### config.mk
export PLATFORM = sky130hd
export DESIGN_NAME = mem_lsu_rmw
export DESIGN_NICKNAME = d
export VERILOG_FILES = /design/src/rtl/lsu_pkg.sv /design/src/rtl/lsu_lane_align.sv /design/src/rtl/mem_lsu_rmw.sv
export SDC_FILE = /design/constraint.sdc
export NUM_CORES = 1
export LEC_CHECK = 0
export BUFFER_PORTS_ARGS = -buffer_cell sky130_fd_sc_hd__buf_4
export CORE_MARGIN = 5
export CORE_UTILIZATION = 47
export DETAILED_ROUTE_END_ITERATION = 6
export GPL_TIMING_DRIVEN = 0
export PLACE_DENSITY = 0.85
export SETUP_SLACK_MARGIN = 0.2
export SKIP_CTS_REPAIR_TIMING = 1
export SLEW_MARGIN = 20
export SYNTH_ARGS = -nofsm -noshare
export SYNTH_HDL_FRONTEND = slang
export SYNTH_SLANG_ARGS = --single-unit
### constraint.sdc
create_clock -name clk -period 2.55 [get_ports clk]
set_clock_uncertainty 0.05 [all_clocks]
set_input_delay 0.255 -clock clk [delete_from_list [all_inputs] [get_ports clk]]
set_output_delay 0.255 -clock clk [all_outputs]
set_load 0.02 [all_outputs]
### src/rtl/lsu_pkg.sv
// Shared encodings and alignment rule for the load/store initiator.
// Pure definitions; no latency or flow-control implications.
package lsu_pkg;

    localparam logic [1:0] SZ_BYTE = 2'b00;
    localparam logic [1:0] SZ_HALF = 2'b01;
    localparam logic [1:0] SZ_WORD = 2'b10;

    typedef enum logic [1:0] {
        IDLE = 2'b00,
        RD   = 2'b01,
        WR   = 2'b10,
        RESP = 2'b11
    } lsu_state_t;

    // Size 11 has no legal alignment, so it always reports as misaligned.
    function automatic logic is_misaligned(input logic [1:0] size, input logic [1:0] addr_lo);
        logic bad;
        case (size)
            SZ_BYTE: bad = 1'b0;
            SZ_HALF: bad = addr_lo[0];
            SZ_WORD: bad = |addr_lo;
            default: bad = 1'b1;
        endcase
        return bad;
    endfunction

endpackage

### src/rtl/lsu_lane_align.sv
// Lane extract/extend for loads and lane merge for stores on a 32-bit word.
// Purely combinational; no backpressure.
module lsu_lane_align
    import lsu_pkg::*;
(
    input  logic [31:0] i_word,
    input  logic [1:0]  i_addr,
    input  logic [1:0]  i_size,
    input  logic        i_unsigned,
    input  logic [31:0] i_wdata,
    output logic [31:0] o_load,
    output logic [31:0] o_merged
);

    logic [7:0]  w_byte;
    logic [15:0] w_half;
    logic        w_sign;

    always_comb begin
        w_byte   = i_word[{i_addr, 3'b000} +: 8];
        w_half   = i_word[{i_addr[1], 4'b0000} +: 16];
        w_sign   = 1'b0;
        o_load   = i_word;
        o_merged = i_word;
        case (i_size)
            SZ_BYTE: begin
                w_sign = !i_unsigned && w_byte[7];
                o_load = {{24{w_sign}}, w_byte};
                o_merged[{i_addr, 3'b000} +: 8] = i_wdata[7:0];
            end
            SZ_HALF: begin
                w_sign = !i_unsigned && w_half[15];
                o_load = {{16{w_sign}}, w_half};
                o_merged[{i_addr[1], 4'b0000} +: 16] = i_wdata[15:0];
            end
            default: begin
                o_load   = i_word;
                o_merged = i_wdata;
            end
        endcase
    end

endmodule

### src/rtl/mem_lsu_rmw.sv
// Load/store initiator onto a word-only memory; sub-word stores are read-modify-write.
// Latency 1 (error) / 2 (load, word store) / 3 (sub-word store); one request in flight, req_ready low until back in IDLE.
module mem_lsu_rmw
    import lsu_pkg::*;
#(
    parameter int ADDR_W = 32,
    parameter int DATA_W = 32
) (
    input  logic              clk,
    input  logic              rst,
    input  logic              req_valid,
    output logic              req_ready,
    input  logic              req_write,
    input  logic [1:0]        req_size,
    input  logic              req_unsigned,
    input  logic [ADDR_W-1:0] req_addr,
    input  logic [DATA_W-1:0] req_wdata,
    output logic              resp_valid,
    output logic [DATA_W-1:0] resp_rdata,
    output logic              resp_error,
    output logic              mem_writeEn,
    output logic [ADDR_W-1:0] mem_address,
    output logic [DATA_W-1:0] mem_writeData,
    input  logic [DATA_W-1:0] mem_readData
);

    if (DATA_W != 32) begin : g_bad_data_w
        $error("mem_lsu_rmw: DATA_W must be 32");
    end

    lsu_state_t        r_state;
    lsu_state_t        w_next;
    logic [ADDR_W-1:0] r_addr;
    logic [1:0]        r_size;
    logic              r_write;
    logic              r_unsigned;
    logic [DATA_W-1:0] r_wdata;
    logic [DATA_W-1:0] r_word;
    logic [DATA_W-1:0] r_rdata;
    logic              r_error;
    logic              w_accept;
    logic              w_err;
    logic [DATA_W-1:0] w_load;
    logic [DATA_W-1:0] w_merged;

    lsu_lane_align u_align (
        .i_word     (mem_readData),
        .i_addr     (r_addr[1:0]),
        .i_size     (r_size),
        .i_unsigned (r_unsigned),
        .i_wdata    (r_wdata),
        .o_load     (w_load),
        .o_merged   (w_merged)
    );

    assign mem_address   = {r_addr[ADDR_W-1:2], 2'b00};
    assign mem_writeData = r_word;

    always_comb begin
        w_next      = r_state;
        w_accept    = 1'b0;
        w_err       = is_misaligned(req_size, req_addr[1:0]);
        req_ready   = 1'b0;
        mem_writeEn = 1'b0;
        resp_valid  = 1'b0;
        resp_rdata  = '0;
        resp_error  = 1'b0;
        case (r_state)
            IDLE: begin
                req_ready = !rst;
                if (req_valid && !rst) begin
                    w_accept = 1'b1;
                    if (w_err)
                        w_next = RESP;
                    else if (req_write && req_size == SZ_WORD)
                        w_next = WR;
                    else
                        w_next = RD;
                end
            end
            RD: w_next = r_write ? WR : RESP;
            WR: begin
                // Gated so a reset landing on the write cycle never commits.
                mem_writeEn = !rst;
                w_next      = RESP;
            end
            RESP: begin
                resp_valid = 1'b1;
                resp_rdata = r_rdata;
                resp_error = r_error;
                w_next     = IDLE;
            end
            default: w_next = IDLE;
        endcase
    end

    always_ff @(posedge clk) begin
        if (rst) begin
            r_state    <= IDLE;
            r_addr     <= '0;
            r_size     <= SZ_BYTE;
            r_write    <= 1'b0;
            r_unsigned <= 1'b0;
            r_wdata    <= '0;
            r_word     <= '0;
            r_rdata    <= '0;
            r_error    <= 1'b0;
        end else begin
            r_state <= w_next;
            if (w_accept) begin
                r_addr     <= req_addr;
                r_size     <= req_size;
                r_write    <= req_write;
                r_unsigned <= req_unsigned;
                r_wdata    <= req_wdata;
                r_word     <= req_wdata;
                r_rdata    <= '0;
                r_error    <= w_err;
            end
            if (r_state == RD) begin
                if (r_write)
                    r_word <= w_merged;
                else
                    r_rdata <= w_load;
            end
        end
    end

endmodule
Word level (Yosys, flattened, before mapping)
Index checks and enable logic that the tools add are counted.

cells by class
  add/sub/neg operators = 2
  equal/unequal tests = 7
  shift-type cells = 6
  mux-type cells = 23
  reductions and logical operators = 10

operators with widths
  kind                       count
  $mux W32                   7
  $pmux W32 S2               2
  $bwmux W32                 2
  $shift A16 B7 Y32 const A  1
  $shift A8 B7 Y32 const A   1
  $shiftx A16 B7 Y32         1
  $shiftx A32 B6 Y16         1
  $shiftx A32 B6 Y8          1
  $shiftx A8 B7 Y32          1
  $neg A5 Y7                 2
  $pmux W2 S4                1
  $mux W1                    7
  $eq A2 B1 Y1 const B       3
  $eq A2 B2 Y1 const B       3
  $logic_not A2 Y1           3
  $mux W2                    3
  $logic_and A1 B1 Y1        4
  $pmux W1 S3                1
  $logic_not A1 Y1           2
  $ne A2 B2 Y1 const B       1
  $reduce_or A2 Y1           1

storage, ports and cells
  register bits after elaboration = 135
  bits of input ports = 103
  output and inout bits = 100

Depth between registers and ports, before layout
Gate-level depths: netlist of run 1.

  depth in word-level cells = 7
  mapped depth = 9

Cells and area by module
From an unflattened synthesis of run 1, not the netlist that was laid out.

second synthesis, totals
  cells, all modules = 956
  area total of the unflattened synthesis = 7254.5 µm²

modules (own cells, without submodules)
  module          instances  cells each  area each (µm²)  sequential area each (µm²)
  mem_lsu_rmw     1          680         5427.7           2702.6
  lsu_lane_align  1          276         1826.8           0.0

Worst setup path after synthesis of run 1
No wires, ideal clock.

  path type = reg-to-reg
  start point = reg r_addr[1]
  end point = reg r_word[24], in the netlist mem_writeData[24]
  library setup time = 95 ps
  arrival = 2250 ps
  data required time = 2405 ps
  setup slack = 155 ps
  cell stages (with the launch flop) = 9
  clock period less this slack = 2395 ps
  path through = dfxtp_1 buf_2 inv_1 clkbuf_1 ha_1 or4_4 nor4_4 a221oi_1 a221oi_1

between the ends
  longest elaborated chain between the ends = 6
  elaborated cells on any way between the ends = 11

ends and longest elaborated chain
  item                                        RTL line                                    text
  from (decl)                                 mem_lsu_rmw.sv:33                           logic [ADDR_W-1:0] r_addr;
  from (signal assigned)                      mem_lsu_rmw.sv:111                          r_addr <= req_addr;
  $neg A5 Y7, on equally long branches        lsu_lane_align.sv:34, lsu_lane_align.sv:29
  $shiftx A16 B7 Y32 (tied with other cells)  lsu_lane_align.sv:34                        o_merged[{i_addr[1], 4'b0000} +: 16] = i_wdata[15:0];
  $bwmux W32, on equally long branches        lsu_lane_align.sv:34, lsu_lane_align.sv:29
  $pmux W32 S2 (*)                            lsu_lane_align.sv:25                        case (i_size)
  $mux W32 (*)                                mem_lsu_rmw.sv:121                          if (r_write)
  $mux W32 (*)                                mem_lsu_rmw.sv:120                          if (r_state == RD) begin
  to (signal assigned)                        mem_lsu_rmw.sv:116                          r_word <= req_wdata;
  to (signal assigned)                        mem_lsu_rmw.sv:122                          r_word <= w_merged;
  to (decl)                                   mem_lsu_rmw.sv:38                           logic [DATA_W-1:0] r_word;

Mark *: on every way between the ends. The rest lies on a longest branch, timed or not.
A chain may end at the register's enable or synchronous reset.

Final worst setup path of run 1
  start point = reg r_addr[1]
  end point = reg r_word[31], in the netlist mem_writeData[31]

The elaborated chain is that of the path after synthesis.

==> out/qor.yml, run 1 <==
status:
  status: "finished with violations"
  violations: "design-rule violations, negative hold slack"
cts:
  cts.sinks: 135
  tritoncts: "done"
  htreeDepth: 4
  path_clk_slew_ps: 60
  root_buffer: "clkbuf_16"
  clk-insertion-delay-late_ps: 430
  cts.path.max_buffers: 2
  cts_buffers: 17
sta:
  max_slew_margin: 0.4205
  fin_crit_sh: 0.9716
  rsz0062_at_grt: "yes"
  min_period_ps: 2478
  drv_slew: 0
  clock.fmax_mhz: 403.6
  fin_hold_ws_ps: -18.88
  max_slew.worst_pin.slew_ps: 864.5
  setup_viol: 0
  hold_viol: 7
worst_setup_path:
  endpoint_kind: "flop"
  r2r_cells: 10
  startpoint: "r_addr[1]"
  r2r_end: "mem_writeData[31]"
  cp_data_required_time_ps: 2840
  startpoint_type: "flop"
  endpoint: "mem_writeData[31]"
  r2r_start: "r_addr[1]"
  rrSetupSlack_ps: 70
  cp.arrival_ps: 2770
  critPathKind: "flop to flop"
  critPathMaxFanout: 7
power_and_ir_drop:
  p_leak_nw: 4.065
  p_total_mw: 8.299
  ir_worst_vdd_mv: 0.5027
  power_density_nw_per_um2: 854.7
routing:
  drt_iter0_drc: 1034
  wl_per_cell_um: 20.18
  routed_via_density: 6.027
  drcViolationCount: 24
  ant_nets: 0
  routed_wl_um: 26490
  via_count: 7914
  drt_pre_antenna_iters: 7
flow_run:
  drv_cap: 0
global_route:
  antenna_found_initial: 0
  grt_pass1_wl_um: 36920
  grt_pass1_vias: 7010
  grt_max_degree: 17
  gr-total-overflow: 0
  grtUsageTotal: 0.2803
cells_and_area:
  layout-drive-gt1-share: 0.2941
  area_delta_synth_final_pct: 42.28
  fill_cells: 1114
  num_antenna_cells: 0
  fin_cells: 1313
  nNetsFinal: 1231
place:
  portBuffers: 199
  place_congestion: 1.022
  dp_hpwl_um: 18480
  placed_cells: 1237
synth:
  ys.flop_type: "dfxtp_1"
  synth_edf_count: 0
  seq_area_frac_synth: 0.3960
  synthCells: 853
  yosys_register_bits: 135
  yosysTopAreaCell: "dfxtp_1"
  ys_types: 44
  synth_top_area_frac: 0.3960
  post-synth-top-count-cell: "nand2_1"
  netlist_top_cells_count: "nand2_1, dfxtp_1, a21oi_1, clkbuf_1, a211oi_1"
  ys_top_cells_by_area: "dfxtp_1, nand2_1, a21oi_1, a211oi_1, nand3b_1"
  ys_warn_count: 0
  ys_async_sr_fraction: 0
  syn_area_um2: 6824
  syn_avg_cell_area_um2: 8.000
die:
  start_util: 0.4749
  die_x_um: 130.5
  fp.dieH_um: 130.5
  boundaryPins: 203
  die_area_um2: 17030
  core_um2: 14370
  num_rows: 44
min_path:
  hold_class: "input pin to flop"
[final cells by class]
cell class                      instances  area, µm²  share of cell area
Buffer                                103      558.0             0.05747
Clock buffer                           23      457.9             0.04716
Clock inverter                          6      30.03            0.003093
Inverter                                6      30.03            0.003093
Multi-Input combinational cell        610       3737              0.3849
Sequential cell                       135       2710              0.2791
Tap cell                              184      230.2             0.02371
Timing Repair Buffer                  246       1956              0.2014
[layout by cell type, fill, tap and decap left out, types with 13 or more instances in the layout]
cell	count
a211oi_1	42
a21oi_1	102
a221oi_1	13
a31oi_1	24
and2_1	34
buf_4	246
clkbuf_1	43
clkbuf_16	18
clkbuf_2	19
dfxtp_1	133
dlygate4sd3_1	28
mux2i_1	18
nand2_1	181
nand3b_1	34
nor2_1	19
o21ai_0	16
or3_1	23
[how the worst min path moves through the flow]
stage	startpoint	endpoint	slack, ps	depth (start not counted)
floorplan	req_addr[10]	r_addr[10]	300	2
detailed placement	r_rdata[5]	r_rdata[5]	390	2
CTS	req_addr[27]	r_addr[27]	-50	3
global placement	r_rdata[4]	r_rdata[4]	390	2
finish	req_addr[16]	r_addr[16]	-20	3
global route	req_addr[16]	r_addr[16]	3	3
[metrics by stage]
stage | utilization | area, µm² | TNS, ps | worst slack, ps | hold WS [ps]
after floorplan | - | 6844 | 0 | 208.9 | 304.0
after global placement | 0.5963 | 8568 | -553.0 | -93.37 | 387.3
after detailed placement | 0.5963 | 8568 | -1183 | -144.0 | 388.4
after CTS | 0.6303 | 9056 | -1794 | -171.2 | -48.24
after global routing | 0.6757 | 9709 | -10.22 | -10.22 | 2.744
final | 0.6757 | 9709 | 0 | 72.38 | -18.88
[flip-flops by register name, summed over array words and instances, names as in the netlist]
register and flops:
mem_writeData 32, r_addr 32, r_rdata 32, r_wdata 32, r_size 2, r_state 2, r_error 1, r_unsigned 1
r_write 1
[power breakdown]
group	leakage, nW	internal, mW	total, mW	switching (mW)
clock network	0.246	1.24	2.10	0.866
registers	1.11	2.58	2.91	0.330
logic	2.71	1.34	3.29	1.95
[worst max-delay path: stages (launching register included)]
cell and delay [ps]:
dfxtp_4 350, buf_6 120, clkinvlp_4 140, buf_8 170, ha_4 150, or4_4 540
nor4_4 210, buf_6 200, buf_4 140, a221oi_2 70, a221oi_2 240
[layer usage]
layer	track usage	routed length, µm	vias up
met1	0.3534	9306	3617
met5	0	0	-
met3	0.07398	3143	192
met4	0.1440	1930	0
met2	0.4422	12110	570
li1	-	-	3535
[kinds of logic after synthesis]
| group | after synthesis | share of synthesized area |
|---|---|---|
| AND/OR/NAND/NOR | 322 | 0.2310 |
| AO/OA/AOI/OAI | 252 | 0.2391 |
| buffers and inverters | 109 | 0.07884 |
| multiplexers | 25 | 0.03795 |
| adder cells (fa/ha/maj) | 9 | 0.01650 |
| other | 1 | 0.0005495 |
| flip-flops | 135 | 0.3960 |
Power figures use the tool's default switching activity.
==> inputs of run 2 (changes only) <==
Settings changed: GPL_TIMING_DRIVEN 0 to 1.
==> run 2 against run 1 <==
  * The run ends with negative hold slack left
  * Routed wire length shrank 13%
  * Cell count fell by 7.3%
  * Largest cell class unchanged
  * Flip-flop and latch count unchanged
  * Clock power rose by 21%
  * Clock-buffer cell count up 1
  * Sequential power shrank 1%
  * Power is 0.10% higher
  * Die area did not move
  * Worst hold slack got worse by 0.73 ps
  * Highest routed layer unchanged
  * Setup slack better by 190 ps
  * Critical path depth down 3
==> out/qor.yml, run 2 (synthesis results as in run 1) <==
sta:
  tns_ps: 0
  setup_viol: 0
  min_period_ps: 2286
  max_slew.worst_pin.slew_ps: 836.9
  max_slew_margin: 0.4421
  rsz0062_at_grt: "yes"
  fin_hold_ws_ps: -19.60
  drv_slew: 0
  fin_crit_sh: 0.8965
  clock.fmax_mhz: 437.5
  hold_viol: 3
global_route:
  grt_pass1_wl_um: 34230
  grt_max_degree: 81
  grtUsageTotal: 0.2550
  gr-total-overflow: 0
  grt_pass1_vias: 6540
  antenna_found_initial: 0
die:
  start_util: 0.4749
  boundaryPins: 203
  die_x_um: 130.5
  num_rows: 44
  die_area_um2: 17030
  core_um2: 14370
  fp.dieH_um: 130.5
worst_setup_path:
  path_buf_inv: 2
  r2r_end: "mem_writeData[30]"
  cp_top_family: "simple AND/OR/NAND/NOR gates"
  endpoint_kind: "flop"
  path_cells: "inv_1 > ha_1 > or4_4 > nor4_4 > buf_4 > a221oi_1 > a221oi_1"
  critPathKind: "flop to flop"
  rrSetupSlack_ps: 260
  startpoint: "r_addr[0]"
  slowest_stage: "or4_4"
  critPathMaxFanout: 8
  cp.arrival_ps: 2540
  cp_data_required_time_ps: 2800
  endpoint: "mem_writeData[30]"
  path_depth: 7
  cp_common_cell: "a221oi_1"
  startpoint_type: "flop"
  r2r_start: "r_addr[0]"
  cpPeakStageDelay_ps: 530
  r2r_cells: 7
routing:
  drcViolationCount: 0
  wl_per_cell_um: 18.90
  via_count: 7102
  wl_met2_um: 10820
  routed-wl-met3_um: 2378
  met1_length_um: 8788
  routed_wl_um: 23000
  ant_nets: 0
  drt_iter0_drc: 853
  drt_pre_antenna_iters: 6
  top_layer: "met4"
  routed_via_density: 5.836
power_and_ir_drop:
  ir_worst_vdd_mv: 0.5489
  p_leak_nw: 3.768
  power_density_nw_per_um2: 908.8
flow_run:
  drv_cap: 0
place:
  placed_cells: 1160
  placed_area_um2: 8270
  place_congestion: 0.9144
  portBuffers: 200
  dp_hpwl_um: 15640
status:
  violations: "negative hold slack"
  status: "finished with violations"
cells_and_area:
  num_antenna_cells: 0
  fin_area_um2: 9141
  final_common_cell: "buf_4"
  nNetsFinal: 1132
  mostFrequentLayoutCells: "buf_4, nand2_1, dfxtp_1"
  fin_cells: 1217
  area_delta_synth_final_pct: 33.96
  layout-drive-gt1-share: 0.2594
cts:
  root_buffer: "clkbuf_16"
  cts.path.max_buffers: 2
  htreeDepth: 4
  tritoncts: "done"
  cts_buffers: 17
  clk-insertion-delay-late_ps: 410
  cts.sinks: 135
  path_clk_slew_ps: 60
min_path:
  hold_class: "input pin to flop"
[run 2: layout make-up]
type                    count  area, µm²
fillers                  1161       5228
multi-input cells         610       3588
flip-flops and latches    135       2703
repair buffers            250       1978
clock buffers              24      501.7
well taps                 184      230.2
clock inverters             8      117.6
inverters                   6      22.52
[run 2: per-layer routing]
metal  GRT usage  vias up
met5           0        -
met4      0.1119        0
met3     0.05976       96
met2      0.4116      434
met1      0.3261     3228
li1            -     3344
[run 2: worst min path at each step]
stage | from | end | depth (start not counted)
6_report | req_addr[18] | r_addr[18] | 3
3_5_place_dp | r_rdata[5] | r_rdata[5] | 2
4_1_cts | req_addr[8] | r_addr[8] | 3
3_3_place_gp | r_rdata[5] | r_rdata[5] | 2
2_1_floorplan | req_addr[10] | r_addr[10] | 2
5_1_grt | req_addr[31] | r_addr[31] | 3
[run 2: per-stage QoR]
| stage | power [mW] | hold slack [ps] | utilization | setup slack, ps |
|---|---|---|---|---|
| after floorplan | 4.782 | 304.0 | - | 208.9 |
| after global placement | 5.652 | 385.8 | 0.5756 | 349.9 |
| after detailed placement | 5.706 | 389.3 | 0.5756 | 260.3 |
| after CTS | 8.246 | -41.25 | 0.6187 | 223.8 |
| after global routing | 8.723 | 0.9287 | 0.6362 | 166.7 |
| final | 8.307 | -19.60 | 0.6362 | 264.0 |
[run 2: power by group]
part	switching [mW]	internal [mW]	leakage (nW)
clock network	0.880	1.66	0.306
logic	1.74	1.15	2.36
registers	0.292	2.58	1.10
[run 2: worst register-to-register path, cell delays in order, from the launching register on]
cell and delay (ps):
dfxtp_1 330, inv_1 100, ha_1 230, or4_4 530, nor4_4 290, buf_4 200, a221oi_1 80, a221oi_1 360
==> inputs of run 3 (changes only) <==
Settings changed: CTS_BUF_LIST set to sky130_fd_sc_hd__clkbuf_4.
==> run 3 against run 2 <==
  * Setup slack improved by 20 ps
  * Flip-flop and latch count did not move
  * Final area rose by 3.1%
  * Die area did not move
  * Sequential share of layout area fell by 0.88 points
  * Clock power fell by 43%
  * Highest routed layer unchanged
  * First-iteration DRC count rose by 18%
  * Non-clock buffer count rose by 61
  * Worst hold slack improved by 14 ps
  * Routed wire length rose by 7.1%
  * The flow finishes with violations (design-rule violations, negative hold slack)
==> out/qor.yml, run 3 (synthesis results as in run 1) <==
cts:
  cts_buffers: 17
  clk-insertion-delay-late_ps: 560
  path_clk_slew_ps: 140
  htreeDepth: 4
  root_buffer: "clkbuf_4"
  cts.path.max_buffers: 2
  cts.sinks: 135
  tritoncts: "done"
global_route:
  grtUsageTotal: 0.2511
  grt_max_degree: 81
  antenna_found_initial: 1
  grt_pass1_wl_um: 33640
  top_usage_layer: "met2"
  grt_util_met2: 0.4032
  met3_usage: 0.07561
  grt_pass1_vias: 6402
  use_met1: 0.3176
  gr-total-overflow: 0
worst_setup_path:
  critPathKind: "flop to flop"
  cp.arrival_ps: 2650
  cp_common_cell: "a221oi_1"
  cpPeakStageDelay_ps: 530
  path_buf_inv: 2
  critPathMaxFanout: 8
  cp_top_family: "simple AND/OR/NAND/NOR gates"
  startpoint_type: "flop"
  path_cells: "inv_1 > ha_1 > or4_4 > nor4_4 > buf_6 > a221oi_1 > a221oi_1"
  cp_data_required_time_ps: 2940
  endpoint_kind: "flop"
  slowest_stage: "or4_4"
sta:
  setup_viol: 0
  max_slew_margin: 0.4346
  rsz0062_at_grt: "yes"
  fin_crit_sh: 0.8885
  hold_viol: 3
  max_slew.worst_pin.slew_ps: 848.1
  drv_slew: 0
  fin_hold_ws_ps: -5.738
  tns_ps: 0
  min_period_ps: 2266
  clock.fmax_mhz: 441.3
power_and_ir_drop:
  p_leak_nw: 3.871
  ir_worst_vdd_mv: 0.3519
  power_density_nw_per_um2: 776.8
  power.net_switching_mw: 2.856
  switching_share: 0.3902
  clockPowerShare: 0.198
  p_int_mw: 4.462
  pwr-share-seq: 0.392
  combinationalPowerShare: 0.410
routing:
  ant_nets: 0
  drt_iter0_drc: 1006
  wl_per_cell_um: 19.25
  routed_wl_um: 24640
  drcViolationCount: 6
  drt_pre_antenna_iters: 7
  via_count: 7580
  routed_via_density: 5.922
die:
  fp.dieH_um: 130.5
  boundaryPins: 203
  start_util: 0.4749
  core_um2: 14370
  die_area_um2: 17030
  num_rows: 44
  die_x_um: 130.5
min_path:
  hold_class: "input pin to flop"
status:
  status: "finished with violations"
  violations: "design-rule violations, negative hold slack"
place:
  place_congestion: 0.9144
  dp_hpwl_um: 15640
  portBuffers: 200
cells_and_area:
  nNetsFinal: 1193
  area_delta_synth_final_pct: 38.05
  final_common_cell: "buf_4"
  layout-drive-gt1-share: 0.2422
  mostFrequentLayoutCells: "buf_4, nand2_1, dfxtp_1"
flow_run:
  drv_cap: 0
## run 3: cell types whose count changed in the layout (fill, tap and decap cells not counted)
cell / previous run / this run
clkbuf_16: 17 / 0
clkbuf_8: 5 / 0
clkbuf_1: 2 / 0
diode_2: 0 / 2
dlygate4sd3_1: 24 / 85
buf_6: 1 / 2
clkbuf_4: 0 / 19
clkinv_1: 0 / 5
buf_4: 222 / 221
## run 3: layout make-up
cell class / count / area (µm²)
inverters: 6 / 22.52
multi-input cells: 610 / 3588
clock buffers: 19 / 142.6
flip-flops and latches: 135 / 2703
clock inverters: 13 / 136.4
fillers: 1095 / 4949
diodes: 2 / 5.005
well taps: 184 / 230.2
repair buffers: 311 / 2592
## run 3: power groups by stage
| stage | clock (mW) | sequential, mW | combinational (mW) |
|---|---|---|---|
| 6_report | 1.45 | 2.87 | 3.00 |
| 5_1_grt | 1.56 | 2.91 | 3.26 |
| 4_1_cts | 1.45 | 2.85 | 2.82 |
| 3_5_place_dp | 0 | 2.89 | 2.81 |
| 3_3_place_gp | 0 | 2.88 | 2.77 |
| 2_1_floorplan | 0 | 2.92 | 1.86 |
## run 3: worst paths after layout
kind	from	endpoint	slack (ps)	cells past startpoint
setup / recovery	r_addr[0]	mem_writeData[30]	280	7
hold / removal	rst	r_rdata[25]	-6	2
setup reg to reg	r_addr[0]	mem_writeData[30]	280	7
hold reg to reg	r_rdata[5]	r_rdata[5]	410	2
## run 3: metal layers
layer | vias up | share of wire
met5 | - | 0
met4 | 0 | 0.051
met3 | 129 | 0.11
met2 | 517 | 0.47
met1 | 3462 | 0.36
li1 | 3472 | -
## run 3: worst reg2reg max path: cells and delay by family, from the launching register on
family / cells / cell delay [ps]
AOI/OAI and AO/OA: 2 / 420
adders and majority gates: 1 / 230
buffers and inverters: 2 / 280
DFF: 1 / 360
and+or+nand+nor: 2 / 820
## run 3: per-stage QoR
step,utilization,cells,total power [mW],cell area (µm²),worst slack (ps)
final,0.6556,1280,7.318,9420,284.2
after global routing,0.6554,1279,7.721,9418,167.3
after CTS,0.5950,1192,7.119,8549,229.9
after detailed placement,0.5756,1160,5.706,8270,260.3
after global placement,0.5756,1160,5.652,8270,349.9
after floorplan,-,854,4.782,6844,208.9
